===== config.mk =====
export PLATFORM = sky130hd
export DESIGN_NAME = risc_mem_arbiter
export DESIGN_NICKNAME = d
export VERILOG_FILES = /design/src/rtl/risc_pkg.sv /design/src/rtl/risc_mem_arbiter_rr_priority_pick.sv /design/src/rtl/risc_mem_arbiter.sv
export SDC_FILE = /design/constraint.sdc
export NUM_CORES = 1
export LEC_CHECK = 0
export ABC_AREA = 0
export BUFFER_PORTS_ARGS = -buffer_cell sky130_fd_sc_hd__buf_4
export CAP_MARGIN = 40
export CELL_PAD_IN_SITES_DETAIL_PLACEMENT = 0
export CELL_PAD_IN_SITES_GLOBAL_PLACEMENT = 1
export CORE_ASPECT_RATIO = 0.7
export CORE_MARGIN = 1
export CORE_UTILIZATION = 24
export DETAILED_ROUTE_END_ITERATION = 8
export GPL_TIMING_DRIVEN = 0
export PLACE_DENSITY = 0.82
export RECOVER_POWER = 25
export SLEW_MARGIN = 20
export SYNTH_ARGS = -nofsm -noshare
export SYNTH_HDL_FRONTEND = slang
export SYNTH_SLANG_ARGS = --single-unit

===== constraint.sdc =====
create_clock -name clk -period 3.47 [get_ports clk]
set_clock_uncertainty 0.05 [all_clocks]
set_input_delay 0 -clock clk [delete_from_list [all_inputs] [get_ports clk]]
set_output_delay 0 -clock clk [all_outputs]
set_load 0.02 [all_outputs]

===== src/rtl/risc_pkg.sv =====
// risc_pkg
//   Shared constants and types for the risc memory subsystem.
//   - REQ_FETCH / REQ_DATA / REQ_LOADER : default requester slots on the
//     unified-memory arbiter (instruction fetch, LD/ST stage, debug loader).
//   - MEM_AW / MEM_DW : geometry of the 1024x16 unified memory.
//   - arb_state_t : burst-lock state of the memory arbiter.
package risc_pkg;

    localparam int REQ_FETCH  = 0;
    localparam int REQ_DATA   = 1;
    localparam int REQ_LOADER = 2;

    localparam int MEM_AW = 10;
    localparam int MEM_DW = 16;

    typedef enum logic {
        ARB_IDLE  = 1'b0,
        ARB_BURST = 1'b1
    } arb_state_t;

endpackage


===== src/rtl/risc_mem_arbiter_rr_priority_pick.sv =====
// rr_priority_pick
//   Purely combinational rotating-priority picker. Searches req upward from
//   index 'start' (modulo N) and returns the first requester found.
//   Ports:
//     req   in  N   request vector
//     start in  PW  index with highest priority this cycle
//     gnt   out N   one-hot pick, all zero when nothing requests
//     idx   out PW  encoded index of the pick (0 when nothing requests)
//     any   out 1   at least one request present
module rr_priority_pick
    import risc_pkg::*;
#(
    parameter int N  = 3,
    parameter int PW = 2
) (
    input  logic [N-1:0]  req,
    input  logic [PW-1:0] start,
    output logic [N-1:0]  gnt,
    output logic [PW-1:0] idx,
    output logic          any
);

    always_comb begin
        int p;
        gnt = '0;
        idx = '0;
        any = 1'b0;
        p   = 0;
        for (int k = 0; k < N; k++) begin
            p = (int'(start) + k) % N;
            if (!any && req[p]) begin
                any    = 1'b1;
                gnt[p] = 1'b1;
                idx    = PW'(p);
            end
        end
    end

endmodule


===== src/rtl/risc_mem_arbiter.sv =====
// risc_mem_arbiter
//   Shares the single-port unified memory between NREQ requesters with
//   round-robin fairness, an optional bounded burst lock, and a registered
//   read-valid return path. The command is issued combinationally in the
//   grant cycle; read data comes back from the memory one cycle later.
//   Ports:
//     clk, rst_n          clock, asynchronous active-low reset
//     req/lock/we  [NREQ] per-requester request, burst lock, write enable
//     addr  [NREQ*AW]     packed addresses, requester i at [i*AW +: AW]
//     wdata [NREQ*DW]     packed write data, requester i at [i*DW +: DW]
//     gnt    [NREQ]       one-hot combinational grant
//     rvalid [NREQ]       one-hot registered read-data valid
//     rdata  [DW]         shared read data, qualified by rvalid
//     mem_en/mem_we/mem_addr/mem_wdata/mem_rdata   memory macro interface
module risc_mem_arbiter
    import risc_pkg::*;
#(
    parameter int NREQ      = 3,
    parameter int AW        = MEM_AW,
    parameter int DW        = MEM_DW,
    parameter int MAX_BURST = 4
) (
    input  logic               clk,
    input  logic               rst_n,
    input  logic [NREQ-1:0]    req,
    input  logic [NREQ-1:0]    lock,
    input  logic [NREQ-1:0]    we,
    input  logic [NREQ*AW-1:0] addr,
    input  logic [NREQ*DW-1:0] wdata,
    output logic [NREQ-1:0]    gnt,
    output logic [NREQ-1:0]    rvalid,
    output logic [DW-1:0]      rdata,
    output logic               mem_en,
    output logic               mem_we,
    output logic [AW-1:0]      mem_addr,
    output logic [DW-1:0]      mem_wdata,
    input  logic [DW-1:0]      mem_rdata
);

    localparam int PW = $clog2(NREQ);

    arb_state_t      state, state_nxt;
    logic [PW-1:0]   rr_ptr, rr_ptr_nxt;
    logic [PW-1:0]   owner, owner_nxt;
    logic [3:0]      burst_cnt, burst_cnt_nxt;

    logic [NREQ-1:0] pick_gnt, gnt_raw;
    logic [PW-1:0]   pick_idx, gidx;
    logic            pick_any, lock_hold, any_gnt;

    function automatic logic [PW-1:0] wrap_inc(input logic [PW-1:0] i);
        return (i == PW'(NREQ - 1)) ? '0 : i + 1'b1;
    endfunction

    rr_priority_pick #(
        .N  (NREQ),
        .PW (PW)
    ) u_pick (
        .req   (req),
        .start (rr_ptr),
        .gnt   (pick_gnt),
        .idx   (pick_idx),
        .any   (pick_any)
    );

    // The burst owner keeps the port only while it still requests with lock
    // asserted; otherwise the round-robin pick takes over in the same cycle.
    assign lock_hold = (state == ARB_BURST) && req[owner] && lock[owner];
    assign gidx      = lock_hold ? owner : pick_idx;
    assign gnt_raw   = lock_hold ? (NREQ'(1) << owner) : pick_gnt;

    // Grant is gated by reset so the memory strobe drops the instant rst_n falls.
    assign gnt     = rst_n ? gnt_raw : '0;
    assign any_gnt = |gnt;

    assign mem_en    = any_gnt;
    assign mem_we    = any_gnt & we[gidx];
    assign mem_addr  = addr[gidx*AW +: AW];
    assign mem_wdata = wdata[gidx*DW +: DW];
    assign rdata     = mem_rdata;

    always_comb begin
        state_nxt     = ARB_IDLE;
        rr_ptr_nxt    = rr_ptr;
        owner_nxt     = owner;
        burst_cnt_nxt = '0;
        if (lock_hold) begin
            // Continuation grant: pointer frozen unless the burst cap is hit.
            if (burst_cnt == 4'(MAX_BURST - 1)) begin
                rr_ptr_nxt = wrap_inc(owner);
            end else begin
                state_nxt     = ARB_BURST;
                burst_cnt_nxt = burst_cnt + 1'b1;
            end
        end else if (any_gnt) begin
            rr_ptr_nxt = wrap_inc(gidx);
            if (lock[gidx] && (MAX_BURST > 1)) begin
                state_nxt     = ARB_BURST;
                owner_nxt     = gidx;
                burst_cnt_nxt = 4'd1;
            end
        end
    end

    always_ff @(posedge clk or negedge rst_n) begin
        if (!rst_n) begin
            state     <= ARB_IDLE;
            rr_ptr    <= '0;
            owner     <= '0;
            burst_cnt <= '0;
            rvalid    <= '0;
        end else begin
            state     <= state_nxt;
            rr_ptr    <= rr_ptr_nxt;
            owner     <= owner_nxt;
            burst_cnt <= burst_cnt_nxt;
            // Memory read latency is exactly one cycle, so the valid is
            // the grant of a read, delayed by one register.
            rvalid    <= (any_gnt && !we[gidx]) ? gnt : '0;
        end
    end

endmodule

==> results of run 1 <==
[final cells by class]
class,count,area (sq um)
plain buffers,31,243
clock buffers,3,41.3
fillers,719,4000
inverters,6,22.5
multi-input cells,180,1160
flip-flops and latches,12,300
well taps,94,118
repair buffers,138,975
[metrics by stage]
stage	power, mW	hold slack (ns)	cells	setup slack [ns]	area, sq um
after detailed placement	2.03	-0.176	460	0.644	2870
after global routing	2.33	0.0633	464	0.149	2860
final	2.14	0.0383	464	0.406	2860
after global placement	2.03	-0.178	460	0.649	2870
after floorplan	1.40	-0.346	229	1.03	1720
after CTS	2.16	0.0350	464	0.392	2920
[power by group through the flow]
stage	logic, mW	clock network (mW)	registers [mW]
after CTS	1.82	0.127	0.214
after global placement	1.81	0	0.215
after floorplan	1.18	0	0.221
final	1.80	0.123	0.214
after global routing	1.97	0.136	0.222
after detailed placement	1.81	0	0.216
[layer usage]
layer  part of all wire, %  track usage (%)  routed length [um]
met4                     0            0.939                   0
met5                     0                0                   0
met1                    45             21.6                2670
met2                    47             24.2                2810
met3                   7.5             3.35                 447
[cells in the mapped netlist, drive strengths merged (2+ instances only)]
cell type  number
nor2            7
a22o            2
buf            31
nand2b          2
a22oi          26
a21boi          2
mux2i           4
nand4           2
a32o            3
a211oi          2
o2111ai         2
o211ai          3
a21oi           3
dfrtp          12
nand3           8
inv             6
and3            3
mux2            3
nand4bb         3
a221o           3
nand3b          2
and2            3
o21ai           5
ha              5
o22ai           2
nand2          62
nor2b           6
and4            2
[state kept, by name, indices dropped and copies added (netlist names)]
signal,count
burst_cnt,4
state,1
rvalid,3
owner,2
rr_ptr,2
[logic make-up (layout without fill, tap and decap cells)]
kind of cell / after synthesis / in the layout / synth area share [%]
multiplexers: 7 / 7 / 4.29
XOR/XNOR: 2 / 2 / 1.02
buffers and inverters: 37 / 178 / 15.4
AO/OA/AOI/OAI: 59 / 59 / 27.8
AND/OR/NAND/NOR: 107 / 107 / 30.4
adder cells (fa/ha/maj): 5 / 5 / 3.63
flip-flops: 12 / 12 / 17.4
[worst max path at each step]
stage / startpoint / to / slack (ns) / depth (start not counted)
after floorplan: rr_ptr[0]$_DFFE_PN0P_ / mem_we / 1.03 / 9
after global placement: rr_ptr[0]$_DFFE_PN0P_ / mem_wdata[12] / 0.65 / 12
after detailed placement: rr_ptr[0]$_DFFE_PN0P_ / mem_wdata[2] / 0.64 / 12
after CTS: rr_ptr[0]$_DFFE_PN0P_ / mem_wdata[2] / 0.39 / 12
after global routing: rr_ptr[0]$_DFFE_PN0P_ / mem_wdata[10] / 0.15 / 12
final: rr_ptr[0]$_DFFE_PN0P_ / mem_wdata[3] / 0.41 / 12
[critical path, stage by stage (launching register included)]
cell,delay [ns]
dfrtp_1,0.39
inv_1,0.08
ha_1,0.35
buf_6,0.16
nand3_1,0.07
nand3_1,0.07
a211oi_1,0.57
mux2_2,0.32
buf_4,0.19
buf_2,0.25
a22oi_1,0.10
nand2_1,0.09
buf_4,0.13
==> run metrics, run 1 <==
crit end category=output port; Cell Area, Synth=between 1500 and 2000 sq um; final max-slew violation count=0; HP Start=lock[0]; P_sw=1.08 mW; 1st-pass router iterations=4; switching part of the total=between 50% and 60%; Die W=about 100 um; setup TNS=0 ns; Post CTS Setup Buffer Count=0; hold crit path type=in -> reg; Combinational Power Share=between 80% and 90%; PD cells=~750 nW/um^2; hold-critical path depth=3; maximum clock frequency=0.326 GHz; Seq cells post-synth=12; synthesis-to-layout area growth=65.8%; share of the synthesized area in the top cell type=~17%; Sequential Power Share=10.0%; CTS Buf Count=3; global-route wire length before repair=~9.1 mm; vias in the first global route=approximately 1900; worst-margin pin slew=about 0.90 ns; clock network power share=~5.7%; Setup-failing EPs final=0; Post-Route WL=approximately 6 mm; clock latency on the worst-skew pair=between 0.2 and 0.25 ns; drt wl/cell=between 10 and 15 um; hold_buf cts=1; status=finished, final reports clean; Req. time, crit path=between 3 and 4 ns; Routability Congestion=0.788; hold endpoint=burst_cnt[0]$_DFF_PN0_; Routed Antenna Nets=0; critical path class=reg -> out; Vias per Instance=between 4 and 5; DR vias=approximately 2200; clock slew at reported path FFs=approximately 0.05 ns; Tmin final=about 3.1 ns; Rel. slew slack=40.0%; Final #Nets=roughly 480; Final Hold Viols=0; largest net degree at the start of global routing=19; initial antenna violation count=0; DP Wirelength=between 4 and 5 mm; R2R Path End=owner[0]$_DFFE_PN0P_; worst-case reg-to-reg path depth=10; Syn Area/Cell=between 7 and 8 sq um; Worst R2R Setup Slack=0.85 ns; peak supply drop=0.284 mV; Die ar.=about 7500 sq um; Ports=about 160; CTS tree=done; synth warn=0; Post-Synthesis Cells=between 200 and 250; drt drc=0; sequential share of the synthesized area=between 10% and 20%; CP max FO=10; Distinct cells, synth=52; utilization after layout=between 40% and 50%; reg2reg start=rr_ptr[0]$_DFFE_PN0P_; IO buf count=approximately 140; Internal=approximately 1.1 mW; ant diodes=0; # resized after CTS=0; Starting DRT DRC Count=80; Post-synth EDFFs=0; RSZ-0062 raised after global routing=no; FP Rows=25; fraction of registers with async set/reset=100%; Die Y-Extent=72.9 um; Starting Density=25.1%; core area=6850 sq um; area leader, netlist=dfrtp_1; CTS H-tree depth=1; startpoint types=flip-flop; period utilisation layout=88.3%; WP data arrival=about 3 ns; GRT Residual Overflow=0; top cells by area, synth=dfrtp_1 (17%), nand2_1 (14%), a22oi_1 (11%), buf_4 (8.7%), buf_6 (3.9%); most common cell after layout, fill and taps aside=buf_4; Clock Tree Buf Depth=2; Clock Tree Root=clkbuf_8; Max Cap Violations=0; Synth Net Count=339; Overall Global Routing Usage=about 15%; top_reg_cell synth=dfrtp_1; clk sinks=12; leakage=roughly 1.5 nW; layout cell share with drive strength beyond 1=a little over two fifths; most frequent cells in the layout=buf_4 (140), nand2_1 (62), a22oi_1 (26)
Note: power is estimated with default switching activity, not from simulation.
==> run 2: changes to the inputs <==
Settings changed: CELL_PAD_IN_SITES_DETAIL_PLACEMENT 0 to 1.
==> run metrics, run 2 (synthesis gave the netlist of run 1 again) <==
status=finished, final reports clean; period utilisation layout=92.0% (+3.7 points); startpoint types=flip-flop; Rel. slew slack=39.1% (-0.88 points); Starting DRT DRC Count=57 (-29%); clock slew at reported path FFs=0.05 ns (about the same); Starting Density=25.1% (unchanged); hold-critical path depth=3 (unchanged); peak supply drop=0.322 mV (+14%); worst-margin pin slew=0.913 ns (+0.0132 ns); Internal=1.06 mW (+0.13%); Top reg by flops=burst_cnt; Tmin final=3.19 ns (+0.130 ns); Final Non-Filler Cells=464 (unchanged); Die Y-Extent=72.9 um (unchanged); Max Cap Violations=0 (unchanged); reg2reg start=rr_ptr[0]$_DFFE_PN0P_; ant diodes=0 (unchanged); hold crit path type=in -> reg; RSZ-0062 raised after global routing=no; Overall Global Routing Usage=17.5% (+2.4 points); Req. time, crit path=3.42 ns (about the same); Ports=155 (unchanged); GRT Residual Overflow=0 (unchanged); drt drc=0 (unchanged); Post-Route WL=6.81 mm (+15%); initial antenna violation count=0 (unchanged); setup TNS=0 ns (unchanged); PD cells=762 nW/um^2 (+1.5%); critical path class=reg -> out; max reg flops=4 (unchanged); Routability Congestion=0.788 (unchanged); WP data arrival=3.14 ns (+0.13 ns); placed cell count=460 (unchanged); Final Hold Viols=0 (unchanged); routed length on met1=2.98 mm (+11%); IO buf count=137 (unchanged); switching part of the total=51.3% (+0.69 points); most common cell after layout, fill and taps aside=buf_4; hold endpoint=burst_cnt[0]$_DFF_PN0_; global-route wire length before repair=10.4 mm (+15%); P_sw=1.12 mW (+2.9%); DP Wirelength=5.70 mm (+16%); CTS H-tree depth=1 (unchanged); DR WL met3=461 um (+3.1%); CTS Buf Count=3 (unchanged); Setup-failing EPs final=0 (unchanged); FP Rows=25 (unchanged); Routed Antenna Nets=0 (unchanged); pre-CTS setup slack=0.598 ns (-0.0466 ns); largest net degree at the start of global routing=19 (unchanged); leakage=1.49 nW (unchanged); Clock Tree Buf Depth=2 (unchanged); clock latency on the worst-skew pair=0.24 ns (about the same); Clock Tree Root=clkbuf_8; Worst R2R Setup Slack=0.78 ns (-0.07 ns); crit end category=output port; Final WS setup=0.276 ns (-0.130 ns); DR vias=2243 (+2.3%); CP max FO=10 (unchanged); DR WL met2=3.36 mm (+19%); biggest regs=burst_cnt x4, rvalid x3; utilization after layout=41.7% (unchanged); maximum clock frequency=0.313 GHz (-4.1%); R2R Path End=state$_DFF_PN0_; HP Start=lock[0]; Vias per Instance=4.83 (+2.3%); Die ar.=7520 sq um (unchanged); worst-case reg-to-reg path depth=10 (unchanged); Final #Nets=482 (unchanged); clock network power share=5.8% (about the same); clk sinks=12 (unchanged); core area=6850 sq um (unchanged); 1st-pass router iterations=4 (unchanged); drt wl/cell=14.7 um (+15%); # resized after CTS=0 (unchanged); top sig layer=met4; Sequential Power Share=9.9% (about the same); CTS tree=done; most frequent cells in the layout=buf_4 (140), nand2_1 (62), a22oi_1 (26); synthesis-to-layout area growth=65.8% (unchanged); final max-slew violation count=0 (unchanged); Combinational Power Share=84.3% (about the same); Die W=103 um (unchanged); layout cell share with drive strength beyond 1=43.5% (unchanged); vias in the first global route=2165 (+12%)
## run 2: area by class of cell
class	count	area, sq um
clock buffer	3	41.3
multi-input combinational	180	1160
tap	94	118
timing repair buffer	138	975
sequential	12	300
inverter	6	22.5
buffer	31	243
fill	880	4000
## run 2: per-stage QoR
step	cell area (sq um)	total power [mW]	hold WS, ns
2_1_floorplan	1720	1.40	-0.346
3_3_place_gp	2870	2.03	-0.178
3_5_place_dp	2870	2.06	-0.178
4_1_cts	2920	2.20	0.0326
5_1_grt	2860	2.35	0.0413
6_report	2860	2.17	0.0404
## run 2: worst max-delay path, cell delays in order (launching register included)
cell and delay, ns:
dfrtp_1 0.39, inv_1 0.08, ha_1 0.36, buf_6 0.16
nand3_1 0.08, nand3_1 0.07, a211oi_1 0.66, mux2_2 0.33
buf_4 0.19, buf_2 0.26, a22oi_1 0.10, nand2_1 0.08
buf_4 0.14
## run 2: repair_timing
action                                  in CTS  in global routing
hold buffers                                 1                  0
setup buffers                                0                  0
endpoints found under the setup margin       0                  0
hold endpoints to repair                    12                  0
## run 2: metal layers
metal	track usage [%]	up-vias
met1	24.1	1045
met2	28.9	92
li1	-	1103
met4	1.41	0
met3	4.31	3
met5	0	-
## run 2: power by group through the flow
| stage | Combinational (mW) | Clock [mW] | Sequential, mW |
|---|---|---|---|
| detailed placement | 1.85 | 0 | 0.218 |
| global placement | 1.81 | 0 | 0.215 |
| floorplan | 1.18 | 0 | 0.221 |
| finish | 1.83 | 0.126 | 0.215 |
| global route | 1.99 | 0.142 | 0.224 |
| CTS | 1.86 | 0.130 | 0.216 |
## run 2: worst max path at each step
stage,startpoint,to,slack (ns),depth (start not counted)
2_1_floorplan,rr_ptr[0]$_DFFE_PN0P_,mem_we,1.03,9
3_3_place_gp,rr_ptr[0]$_DFFE_PN0P_,mem_wdata[12],0.65,12
3_5_place_dp,rr_ptr[0]$_DFFE_PN0P_,mem_wdata[3],0.60,12
4_1_cts,rr_ptr[0]$_DFFE_PN0P_,mem_wdata[3],0.31,12
5_1_grt,rr_ptr[0]$_DFFE_PN0P_,mem_addr[8],0.11,12
6_report,rr_ptr[0]$_DFFE_PN0P_,mem_addr[9],0.28,12
